--- src/rtl/stereo_serializer_pkg.sv ---
// Shared constants and state type for the I2S stereo serializer.
package stereo_serializer_pkg;

    localparam int unsigned AUDIO_WIDTH      = 16;
    localparam int unsigned FRAME_SLOTS      = 2 * AUDIO_WIDTH;
    localparam int unsigned DEFAULT_BCLK_DIV = 32;

    typedef enum logic {
        IDLE = 1'b0,
        RUN  = 1'b1
    } state_t;

endpackage

--- src/rtl/stereo_serializer_if.sv ---
// Sample hand-off bus between the conditioner (master) and the serializer (slave).
interface stereo_serializer_if
    import stereo_serializer_pkg::*;
#(
    parameter int unsigned WIDTH = AUDIO_WIDTH
);

    logic [WIDTH-1:0] sample_l;
    logic [WIDTH-1:0] sample_r;
    logic             new_sample;
    logic             ready;

    modport master (
        output sample_l,
        output sample_r,
        output new_sample,
        input  ready
    );

    modport slave (
        input  sample_l,
        input  sample_r,
        input  new_sample,
        output ready
    );

endinterface

--- src/rtl/stereo_serializer_bclk_gen.sv ---
// Bit-clock divider: bclk toggles every BCLK_DIV clk cycles; fall_tick marks the cycle bclk falls.
module stereo_serializer_bclk_gen
    import stereo_serializer_pkg::*;
#(
    parameter int unsigned BCLK_DIV = DEFAULT_BCLK_DIV
) (
    input  logic clk,
    input  logic clear,
    output logic bclk,
    output logic fall_tick
);

    localparam int unsigned          DIV_W    = (BCLK_DIV > 1) ? $clog2(BCLK_DIV) : 1;
    localparam logic [DIV_W-1:0]     DIV_LAST = DIV_W'(BCLK_DIV - 1);

    logic [DIV_W-1:0] div_q;
    logic             bclk_q;
    logic             terminal;

    assign terminal = (div_q == DIV_LAST);

    always_ff @(posedge clk) begin
        if (clear) begin
            div_q  <= '0;
            bclk_q <= 1'b0;
        end else if (terminal) begin
            div_q  <= '0;
            bclk_q <= ~bclk_q;
        end else begin
            div_q  <= div_q + 1'b1;
        end
    end

    // Combinational so the top updates its slot state on the same edge bclk falls.
    assign fall_tick = terminal & bclk_q & ~clear;
    assign bclk      = bclk_q;

endmodule

--- src/rtl/stereo_serializer.sv ---
// Double-buffered I2S stereo serializer: holding register + 2*WIDTH-slot frame shifter.
module stereo_serializer
    import stereo_serializer_pkg::*;
#(
    parameter int unsigned WIDTH    = AUDIO_WIDTH,
    parameter int unsigned BCLK_DIV = DEFAULT_BCLK_DIV
) (
    input  logic                clk,
    input  logic                reset,
    input  logic                enable,
    stereo_serializer_if.slave  bus,
    output logic                bclk,
    output logic                lrclk,
    output logic                sdata,
    output logic                underrun,
    output logic                overrun
);

    localparam int unsigned      SLOTS     = 2 * WIDTH;
    localparam int unsigned      SLOT_W    = $clog2(SLOTS);
    localparam logic [SLOT_W-1:0] SLOT_LAST = SLOT_W'(SLOTS - 1);
    localparam logic [SLOT_W-1:0] SLOT_HALF = SLOT_W'(WIDTH);

    state_t state_q, state_d;

    logic [SLOTS-1:0]  hold_q;
    logic [SLOTS-1:0]  shift_q;
    logic [SLOTS-1:0]  shift_rot;
    logic [SLOT_W-1:0] slot_q;
    logic [SLOT_W-1:0] slot_next;
    logic              ready_q;
    logic              prev_lsb_q;
    logic              stopping_q;
    logic              sdata_q;
    logic              lrclk_q;
    logic              underrun_q;
    logic              overrun_q;

    logic gen_clear;
    logic fall_tick;
    logic accept;
    logic start;
    logic advance;
    logic boundary;
    logic halt;

    assign gen_clear = reset | (state_q == IDLE);

    stereo_serializer_bclk_gen #(
        .BCLK_DIV (BCLK_DIV)
    ) u_bclk_gen (
        .clk       (clk),
        .clear     (gen_clear),
        .bclk      (bclk),
        .fall_tick (fall_tick)
    );

    assign accept    = bus.new_sample & ready_q;
    assign slot_next = slot_q + 1'b1;

    // Rotating instead of shifting: after SLOTS-1 rotations the MSB holds F[0], and one
    // more rotation restores F, so an underrun repeat needs no separate frame copy.
    assign shift_rot = {shift_q[SLOTS-2:0], shift_q[SLOTS-1]};

    always_ff @(posedge clk) begin
        if (reset) begin
            state_q <= IDLE;
        end else begin
            state_q <= state_d;
        end
    end

    always_comb begin
        state_d  = state_q;
        start    = 1'b0;
        advance  = 1'b0;
        boundary = 1'b0;
        halt     = 1'b0;
        unique case (state_q)
            IDLE: begin
                if (enable && !ready_q) begin
                    state_d = RUN;
                    start   = 1'b1;
                end
            end
            RUN: begin
                if (fall_tick) begin
                    if (stopping_q) begin
                        state_d = IDLE;
                        halt    = 1'b1;
                    end else if (slot_q == SLOT_LAST) begin
                        boundary = 1'b1;
                    end else begin
                        advance = 1'b1;
                    end
                end
            end
            default: state_d = IDLE;
        endcase
    end

    always_ff @(posedge clk) begin
        if (reset) begin
            hold_q     <= '0;
            shift_q    <= '0;
            slot_q     <= '0;
            ready_q    <= 1'b1;
            prev_lsb_q <= 1'b0;
            stopping_q <= 1'b0;
            sdata_q    <= 1'b0;
            lrclk_q    <= 1'b0;
            underrun_q <= 1'b0;
            overrun_q  <= 1'b0;
        end else begin
            underrun_q <= 1'b0;
            overrun_q  <= bus.new_sample & ~ready_q;

            if (accept) begin
                hold_q  <= {bus.sample_l, bus.sample_r};
                ready_q <= 1'b0;
            end

            if (start) begin
                shift_q    <= hold_q;
                ready_q    <= 1'b1;
                slot_q     <= '0;
                prev_lsb_q <= 1'b0;
                stopping_q <= 1'b0;
                sdata_q    <= 1'b0;
                lrclk_q    <= 1'b0;
            end

            if (advance) begin
                slot_q  <= slot_next;
                shift_q <= shift_rot;
                sdata_q <= shift_q[SLOTS-1];
                lrclk_q <= (slot_next >= SLOT_HALF);
            end

            if (boundary) begin
                slot_q     <= '0;
                lrclk_q    <= 1'b0;
                prev_lsb_q <= shift_q[SLOTS-1];
                if (!enable) begin
                    stopping_q <= 1'b1;
                    shift_q    <= shift_rot;
                end else if (!ready_q) begin
                    shift_q <= hold_q;
                    ready_q <= 1'b1;
                end else begin
                    shift_q    <= shift_rot;
                    underrun_q <= 1'b1;
                end
            end

            if (halt) begin
                slot_q     <= '0;
                stopping_q <= 1'b0;
                sdata_q    <= 1'b0;
                lrclk_q    <= 1'b0;
            end
        end
    end

    // Slot 0 carries the previous frame's last right-channel bit (I2S one-bit delay).
    assign sdata     = (state_q == RUN && slot_q == '0) ? prev_lsb_q : sdata_q;
    assign lrclk     = lrclk_q;
    assign underrun  = underrun_q;
    assign overrun   = overrun_q;
    assign bus.ready = ready_q;

endmodule
--- src/flat_wrapper.sv ---
// flat-port wrapper written by rule: the top's interface ports become plain ports
module stereo_serializer_flat import stereo_serializer_pkg::*;
#(
    parameter int unsigned WIDTH    = AUDIO_WIDTH,
    parameter int unsigned BCLK_DIV = DEFAULT_BCLK_DIV
)
  (clk, reset, enable, bclk, lrclk, sdata, underrun, overrun, bus_sample_l, bus_sample_r, bus_new_sample, bus_ready);
  stereo_serializer_if #(.WIDTH(WIDTH)) bus_i ();
  input  logic clk;
  input  logic reset;
  input  logic enable;
  output logic bclk;
  output logic lrclk;
  output logic sdata;
  output logic underrun;
  output logic overrun;
  input wire logic [$bits(bus_i.sample_l)-1:0] bus_sample_l;
  input wire logic [$bits(bus_i.sample_r)-1:0] bus_sample_r;
  input wire logic [$bits(bus_i.new_sample)-1:0] bus_new_sample;
  output wire logic [$bits(bus_i.ready)-1:0] bus_ready;
  assign bus_i.sample_l = bus_sample_l;
  assign bus_i.sample_r = bus_sample_r;
  assign bus_i.new_sample = bus_new_sample;
  assign bus_ready = bus_i.ready;
  stereo_serializer #(.WIDTH(WIDTH), .BCLK_DIV(BCLK_DIV)) u_core (.clk(clk), .reset(reset), .enable(enable), .bus(bus_i), .bclk(bclk), .lrclk(lrclk), .sdata(sdata), .underrun(underrun), .overrun(overrun));
endmodule
--- config.mk ---
export PLATFORM = sky130hd
export DESIGN_NAME = stereo_serializer_flat
export DESIGN_NICKNAME = d
export VERILOG_FILES = /design/src/rtl/stereo_serializer_pkg.sv /design/src/rtl/stereo_serializer_if.sv /design/src/rtl/stereo_serializer_bclk_gen.sv /design/src/rtl/stereo_serializer.sv /design/src/flat_wrapper.sv
export SDC_FILE = /design/constraint.sdc
export NUM_CORES = 1
export LEC_CHECK = 0
export ABC_AREA = 1
export CORE_MARGIN = 2
export CORE_UTILIZATION = 45
export CTS_CLUSTER_DIAMETER = 50
export CTS_CLUSTER_SIZE = 20
export DETAILED_ROUTE_END_ITERATION = 10
export PLACE_DENSITY = 0.63
export SKIP_LAST_GASP = 1
export SLEW_MARGIN = 30
export SYNTH_ARGS = -nofsm -noshare
export SYNTH_HDL_FRONTEND = slang
export SYNTH_SLANG_ARGS = --single-unit
--- constraint.sdc ---
create_clock -name clk -period 2.4 [get_ports clk]
set_input_delay 0.48 -clock clk [delete_from_list [all_inputs] [get_ports clk]]
set_output_delay 0.48 -clock clk [all_outputs]
set_load 0.02 [all_outputs]
# Yosys cells after proc, flatten, opt, wreduce, memory -nomap -nowiden

Index checks and enable logic that the tools add are counted.

Bits in registers: 83
Latch bits: 0
Bits in writable memories: 0
ROM bits: 0
Bits of input ports: 36
Logic and storage cells: 77
Memories kept: 0

Add/subtract/negate cells: 2
Multiply operators: 0
Div/mod/pow operators: 0
$lt $le $gt $ge: 1
Equal/unequal tests: 2
Shifts and indexed selects: 0
Mux-type cells: 37
Bitwise operators: 11
Reduce and logical (&&, ||, !) cells: 11

Operators by type and width:

| operator                                    | count |
|---|---|
| two-way mux 32 bit                          | 5 |
| two-way mux 1 bit                           | 29 |
| adder 5 x 1 -> 5 bit, second input constant | 2 |
| == test 5 bit, second input constant        | 2 |
| two-way mux 5 bit                           | 2 |
| NOT 1 bit                                   | 6 |
| OR reduction 3 bit                          | 2 |
| >= comparator 5 bit, second input constant  | 1 |
| logical NOT 5 bit                           | 1 |
| bitwise AND 1 bit                           | 4 |
| nonzero test 2 bit                          | 2 |
| OR reduction 2 bit                          | 2 |
| nonzero test 3 bit                          | 1 |
| logical AND 1 bit                           | 2 |
| case mux 1 bit (2 select lines)             | 1 |
| logical NOT 1 bit                           | 1 |
| bitwise OR 1 bit                            | 1 |

# Logic depth before layout (Yosys ltp)

Gate-level depths: netlist (run 1).

Word-level depth: 8
Mapped depth: 14
Mapped depth without buffers: 12

# By module

Synthesis (run 1) repeated with hierarchy kept, for this count alone.

Cells, all modules: 698
Area, all modules: 4365.4 um^2

Modules (own cells, without submodules):

| module                     | times used | cells each | area each (um^2) |
|---|---|---|---|
| stereo_serializer          | 1          | 669        | 4125.2 |
| stereo_serializer_bclk_gen | 1          | 29         | 240.2 |

# Least setup slack after synthesis (run 1)

No wires, ideal clock.

Path kind: reg-to-reg
Start: register u_core.u_bclk_gen.div_q[0]
End: register u_core.shift_q[0]
Setup time: 0.113 ns
Arrival: 1.724 ns
Data required time: 2.287 ns
Path slack: 0.563 ns
Cell stages (with the launch flop): 14
Buffers on the path: 1
Clock period less this slack: 1.837 ns
Path through: dfxtp_1 > ha_1 > nand2_1 > nor2_1 > ha_1 > nand2_1 > inv_1 > nand3_2 > buf_4 > clkinv_1 > nand2_1 > nand2_1 > nor2_1 > nor2_1

Word-level cells in the longest chain between the ends: 7
Elaborated cells between the ends (all ways): 10
Classes of those cells: eq/ne (1); mux (6); bitwise (2); reduce/logical (1)

RTL lines:

| item                               | line                             | source |
|---|---|---|
| start, declared                    | stereo_serializer_bclk_gen.sv:16 | `logic [DIV_W-1:0] div_q;` |
| start signal, assigned             | stereo_serializer_bclk_gen.sv:30 | `div_q <= div_q + 1'b1;` |
| == test 5 bit (*)                  | stereo_serializer_bclk_gen.sv:20 | `assign terminal = (div_q == DIV_LAST);` |
| bitwise AND 1 bit (*) (2 in a row) | stereo_serializer_bclk_gen.sv:35 | `assign fall_tick = terminal & bclk_q & ~clear;` |
| two-way mux 1 bit                  | stereo_serializer.sv:87          | `if (fall_tick) begin` |
| two-way mux 1 bit                  | stereo_serializer.sv:79          | `unique case (state_q)` |
| two-way mux 32 bit                 | stereo_serializer.sv:133         | `if (advance) begin` |
| two-way mux 32 bit                 | stereo_serializer.sv:140         | `if (boundary) begin` |
| end signal, assigned               | stereo_serializer.sv:135         | `shift_q <= shift_rot;` |
| end signal, assigned               | stereo_serializer.sv:146         | `shift_q <= shift_rot;` |
| end signal, assigned               | stereo_serializer.sv:148         | `shift_q <= hold_q;` |
| end, declared                      | stereo_serializer.sv:27          | `logic [SLOTS-1:0] shift_q;` |

Mark *: on every way between the ends. The rest lies on a longest branch, timed or not.
A chain may end at the register's enable or synchronous reset.

# Final worst setup path (run 1)

Start: register u_core.slot_q[0]
End: output port sdata

Word-level cells in the longest chain between the ends: 3

RTL lines:

| item                   | line                     | source |
|---|---|---|
| start, declared        | stereo_serializer.sv:29  | `logic [SLOT_W-1:0] slot_q;` |
| start signal, assigned | stereo_serializer.sv:134 | `slot_q <= slot_next;` |
| logical NOT 5 bit      | stereo_serializer.sv:166 | `assign sdata = (state_q == RUN && slot_q == '0) ? prev_lsb_q : sdata_q;` |
| logical AND 1 bit      | stereo_serializer.sv:166 |  |
| two-way mux 1 bit      | stereo_serializer.sv:166 |  |
| end, declared          | flat_wrapper.sv:14       | `output logic sdata;` |

Every way passes these cells.

==> impl_metrics.tcl, run 1 <==
set metrics [dict create \
    status "completed" \
    finalWeightedCongestion 0.808 \
    slew_violations 0 \
    use_met2 0.343 \
    use_met3 0.0291 \
    leakagePower_nw 2.29 \
    min_delay_worst_endpoint "u_core.u_bclk_gen.div_q[0]" \
    top_usage_layer "met2" \
    p_sw_mw 0.786 \
    synth-seq-cells 82 \
    drtAntennaViolNets 0 \
    row_count 35 \
    fin_cells 828 \
    initial_core_util 0.460 \
    grt_pass1_vias 3724 \
    worstPathCellList "inv_1, ha_1, nand3_1, mux2_2, dlygate4sd2_1" \
    antenna_found_initial 0 \
    crit_fanout 5 \
    p_int_mw 2.26 \
    wl_per_cell_um 11.7 \
    netlist_top_cells_count "nand2_1, nor2_1, dfxtp_1, o21ai_0, inv_1" \
    r2r_end "u_core.shift_q[0]" \
    placed_cells 813 \
    synth_edf_count 0 \
    drtPass1Iterations 4 \
    synth.distinct_cells 28 \
    min_period_over_period 0.947 \
    num_vias 4017 \
    port_buffers 41 \
    drc_errors 0 \
    min_from "u_core.u_bclk_gen.div_q[0]" \
    yosysWarnings 0 \
    end_kind "output pin" \
    synth_top_cell_area_share 0.388 \
    slowest_stage "dfxtp_1" \
    ios 42 \
    area_delta_synth_final_pct 16.7 \
    synthTopCellsByArea "dfxtp_1, nand2_1, nor2_1, o21ai_0, inv_1" \
    syn-cell-area_um2 4230 \
    cts_sinks 82 \
    worst_slew_pin_slew_ns 0.487 \
    p_per_area_nw_per_um2 618 \
    critPathKind "reg -> out" \
    cts_buffer_depth 2 \
    arrival_ns 1.79 \
    min_period_ns 2.27 \
    p_sw_frac 0.258 \
    diodes 0 \
    synth-async-reset-ratio 0 \
    cts_max_level 3 \
    setup_tns_ns 0 \
    fp.dieH_um 101 \
    core_area_um2 9200 \
    syn_avg_cell_area_um2 6.20 \
    slew-limit-headroom 0.675 \
    synthFlopType "dfxtp_1" \
    required_ns 1.92 \
    grt_use_total 0.209 \
    ir_worst_vdd_v 0.000323 \
    path_clk_slew_ns 0.08 \
    postCtsSetupBuffers 0 \
    synth_nets 723 \
    insertion_delay_ns 0.37 \
    p_seq_frac 0.490 \
    whs_path_depth 1 \
    hold_viol 0 \
    path_delay_family "flip-flops" \
    p_comb_frac 0.137 \
    regToRegSetupSlack_ns 0.30 \
    fin_worst_skew_ns 0.0129 \
    cts_tree "done" \
    yosysMostFrequentCell "nand2_1" \
    worst-path-buf-inv 2 \
    synth_seq_area_share 0.388 \
    max_clock_freq_mhz 440 \
    nets 754 \
    setup_viol 0 \
    cts_buffers 9 \
    hpwl_um 6330 \
    rsz0062_at_grt "false" \
    drt_iter0_drc 188 \
    grt_pass1_wl_um 16900 \
    yosysTopAreaCell "dfxtp_1" \
    critPathMaxStageDelay_ns 0.40 \
    cts_root_buf "clkbuf_8" \
    grt_max_degree 51 \
    routed_via_density 4.85 \
    p_clk_frac 0.373 \
    hp-class "reg -> reg" \
    rr_startpoint "u_core.u_bclk_gen.div_q[0]" \
    syn_inst 682 \
    die_w_um 101 \
    cp-start-kind "register" \
    overflow 0 \
    drive_gt1_frac 0.0614 \
    grt_use_met1 0.272 \
    wirelength_um 9680 \
    reg2reg_depth 12 \
    fp.dieArea_um2 10200 \
    maxCapViolations 0 \
]
## kinds of logic (layout without fill, tap and decap cells)
group                      Yosys count  after routing  synth area share
adders and majority gates            5              5            0.0148
and+or+nand+nor                    385            385             0.362
AOI/OAI and AO/OA                  107            107             0.128
DFF                                 82             82             0.388
muxes                                1              1           0.00266
buffers and inverters              102            137             0.105
## cell usage in the layout, fill, tap and decap left out, types with 6 or more instances in the layout
cell / Yosys / final
inv_2: 6 / 6
clkdlybuf4s50_1: 0 / 40
clkbuf_8: 0 / 11
a21oi_1: 28 / 28
o21ai_0: 76 / 76
nor2_1: 161 / 161
nand2_1: 195 / 195
buf_4: 3 / 12
nand3_1: 13 / 13
dfxtp_1: 82 / 82
inv_1: 60 / 60
## worst max-delay path by stage
stage	end	from	cells past startpoint	slack, ns
finish	sdata	u_core.slot_q[0]	5	0.13
CTS	sdata	u_core.slot_q[0]	5	0.11
global placement	u_core.shift_q[22]	reset	10	0.29
global route	sdata	u_core.slot_q[0]	5	0.04
detailed placement	u_core.shift_q[6]	reset	10	0.25
floorplan	u_core.shift_q[0]	u_core.u_bclk_gen.div_q[0]	13	0.56
## power groups by stage
stage	Combinational, mW	Clock [mW]	Sequential, mW
floorplan	0.287	0	1.52
global placement	0.413	0	1.52
detailed placement	0.419	0	1.53
CTS	0.421	1.16	1.50
global route	0.490	1.20	1.51
finish	0.416	1.14	1.50
## per-stage QoR
stage	hold slack (ns)	worst slack, ns	power, mW	utilization	instance area, um2
after global routing	0.477	0.0382	3.20	0.536	4930
after CTS	0.464	0.111	3.08	0.536	4930
final	0.455	0.126	3.05	0.536	4930
after detailed placement	0.453	0.245	1.95	0.513	4720
after floorplan	0.418	0.563	1.80	-	4230
after global placement	0.427	0.285	1.94	0.513	4720
## routing by layer
| layer | share of wire | up-vias |
|---|---|---|
| li1 | - | 2156 |
| met1 | 0.48 | 1766 |
| met2 | 0.45 | 81 |
| met3 | 0.048 | 14 |
| met4 | 0.021 | 0 |
| met5 | 0 | - |
## flip-flops by register name (all words and copies together), names as in the netlist
register                 count
u_core.bus.ready             1
u_core.hold_q               32
u_core.lrclk                 1
u_core.overrun               1
u_core.prev_lsb_q            1
u_core.sdata_q               1
u_core.shift_q              32
u_core.slot_q                4
u_core.state_q               1
u_core.stopping_q            1
u_core.u_bclk_gen.bclk       1
u_core.u_bclk_gen.div_q      5
u_core.underrun              1
## final cells by class
type                    count  area (um2)
repair buffers             55         539
clock inverters             2        60.1
inverters                  67         251
fillers                   958        4260
well taps                 111         139
clock buffers              13         159
flip-flops and latches     82        1640
multi-input cells         498        2140
## what timing repair did
item,4_1_cts,5_1_grt
gates resized for setup,1,0
setup endpoints to repair,1,0
hold buffers,0,0
## worst register-to-register path: cells and delay by family, from the launching register on
family / cells / cell delay [ns]
flip-flops: 1 / 0.33
AND/OR/NAND/NOR: 8 / 0.86
adder cells (fa/ha/maj): 2 / 0.40
buffers and inverters: 2 / 0.40
(Power assumes the default switching activity.)
==> run 2, diff against run 1 <==
Settings changed: ABC_AREA 1 to not set, PLACE_DENSITY 0.63 to 0.64.
==> run 2 against run 1 <==
Against the previous run:
- hold slack worse by 0.0027 ns
- design area shrank 6.9%
- die area fell by 9.0%
- critical endpoint unchanged
==> impl_metrics.tcl, run 2 <==
set metrics [dict create \
    wl_per_cell_um 15.1 \
    max_clock_freq_mhz 446 \
    crit_fanout 4 \
    yosysMostFrequentCell "nand2_1" \
    antenna_found_initial 0 \
    yosysTopAreaCell "dfxtp_1" \
    synthTopCellsByArea "dfxtp_1, nand2_1, mux2i_1, a21oi_1, and3_1" \
    initial_core_util 0.464 \
    syn_avg_cell_area_um2 8.60 \
    diodes 0 \
    fp.dieArea_um2 9270 \
    drc_errors 0 \
    synth.distinct_cells 41 \
    layout_common_cells "nand2_1, dfxtp_1, a21oi_1, clkdlybuf4s50_1, nor2_1" \
    die_w_um 96.3 \
    yosysWarnings 0 \
    ios 42 \
    critPathKind "reg -> out" \
    path_clk_slew_ns 0.08 \
    row_count 33 \
    cts_sinks 82 \
    p_per_area_nw_per_um2 644 \
    synthMuxAreaShare 0.0682 \
    arrival_ns 1.76 \
    grt_pass1_vias 3124 \
    synth_xor_area_frac 0.00685 \
    cts_tree "done" \
    synthFlopType "dfxtp_1" \
    grt_use_total 0.205 \
    slew-limit-headroom 0.652 \
    syn_inst 446 \
    cts-resized-gates 1 \
    min_period_ns 2.24 \
    path_delay_family "buffers and inverters" \
    leakagePower_nw 1.76 \
    synth_nets 487 \
    synth_edf_count 0 \
    synth-seq-cells 82 \
    min_period_over_period 0.934 \
    status "completed" \
    grt_pass1_wl_um 14900 \
    area_delta_synth_final_pct 19.8 \
    place_ws_ns 0.200 \
    fin_worst_skew_ns 0.00938 \
    worst_slew_pin_slew_ns 0.522 \
    slew_violations 0 \
    syn-cell-area_um2 3830 \
    synth_top_family_by_area "simple AND/OR/NAND/NOR gates" \
    layout.cells.most_common "nand2_1" \
    regToRegSetupSlack_ns 0.18 \
    port_buffers 41 \
    cts_buffer_depth 2 \
    critPathMaxStageDelay_ns 0.38 \
    synth_top_cell_area_share 0.428 \
    worstPathCellList "inv_1, ha_1, nand3_1, mux2_2, dlygate4sd2_1" \
    cts_root_buf "clkbuf_8" \
    overflow 0 \
    postCtsSetupBuffers 0 \
    cp-start-kind "register" \
    rsz0062_at_grt "false" \
    wirelength_um 8830 \
    synth_seq_area_share 0.428 \
    insertion_delay_ns 0.35 \
    fp.dieH_um 96.3 \
    maxCapViolations 0 \
    grt_max_degree 48 \
    slowest_stage "dfxtp_1" \
    fin_util 0.556 \
    drtPass1Iterations 5 \
    drt_iter0_drc 155 \
    finalWorstSetupSlack_ns 0.158 \
    reg_top3 "u_core.hold_q: 32 flops, u_core.shift_q: 32 flops, u_core.u_bclk_gen.div_q: 5 flops" \
    synth_fa_ha_area_frac 0.0163 \
    num_vias 3303 \
    hp-class "reg -> reg" \
    setup_viol 0 \
    cts_max_level 3 \
    synth_compound_area_frac 0.182 \
    worst-path-buf-inv 2 \
    setup_tns_ns 0 \
    hold_viol 0 \
    drive_gt1_frac 0.102 \
    ir_worst_vdd_v 0.000353 \
    core_area_um2 8260 \
    cts_buffers 9 \
    ctsHoldBuffers 0 \
    nets 517 \
    routed_via_density 5.64 \
    netlist_top_cells_count "nand2_1, dfxtp_1, a21oi_1, nor2_1, and3_1" \
    hpwl_um 5660 \
    synth-async-reset-ratio 0 \
    drtAntennaViolNets 0 \
    synth-simple-area-share 0.235 \
    end_kind "output pin" \
    finalWeightedCongestion 0.769 \
    required_ns 1.92 \
]
## run 2: cell types whose count changed in the layout (fill, tap and decap cells not counted), moves of 27 or more
cell / delta
and3_1: +27
inv_1: -56
nand2_1: -110
nor2_1: -124
o21ai_0: -76
## run 2: metrics by stage
step | instances | total power, mW | area [um2] | hold slack, ns
2_1_floorplan | 446 | 1.73 | 3830 | 0.417
3_3_place_gp | 570 | 1.85 | 4360 | 0.434
3_5_place_dp | 570 | 1.86 | 4360 | 0.443
4_1_cts | 586 | 2.99 | 4590 | 0.458
5_1_grt | 586 | 3.09 | 4590 | 0.487
6_report | 586 | 2.96 | 4590 | 0.453
## run 2: cell families after synthesis
| logic type | after synthesis |
|---|---|
| adder cells (fa/ha/maj) | 5 |
| flip-flops | 82 |
| buffers and inverters | 43 |
| AND/OR/NAND/NOR | 190 |
| AO/OA/AOI/OAI | 97 |
| XOR/XNOR | 3 |
| multiplexers | 26 |
## run 2: worst paths after layout
| path | from | end | cells past startpoint |
|---|---|---|---|
| min reg2reg | u_core.u_bclk_gen.div_q[0] | u_core.u_bclk_gen.div_q[0] | 1 |
| max reg2reg | u_core.u_bclk_gen.div_q[0] | u_core.shift_q[20] | 8 |
| max | u_core.slot_q[0] | sdata | 5 |
| min | u_core.u_bclk_gen.div_q[0] | u_core.u_bclk_gen.div_q[0] | 1 |
## run 2: report_power, final
part           switching, mW  internal, mW
clock                  0.486         0.644
combinational          0.161         0.176
sequential            0.0596          1.43
## run 2: metal layers
layer,up-vias,global-route usage,share of wire
met5,-,0,0
met4,0,0.0493,0.0069
met1,1564,0.267,0.47
met3,5,0.0540,0.046
met2,76,0.340,0.48
li1,1658,-,-
## run 2: worst register-to-register path: cells and delay by family, from the launching register on
family,cells,cell delay (ns)
flops,1,0.33
compound gates,2,0.56
buf+inv,1,0.18
simple gates,3,0.56
fa+ha+maj,2,0.49
## run 2: area by class of cell
type / instances / area, um2
fill: 763 / 3670
multi-input combinational: 321 / 1960
sequential: 82 / 1640
timing repair buffer: 58 / 619
clock buffer: 12 / 155
tap: 105 / 131
clock inverter: 4 / 73.8
inverter: 4 / 15.0
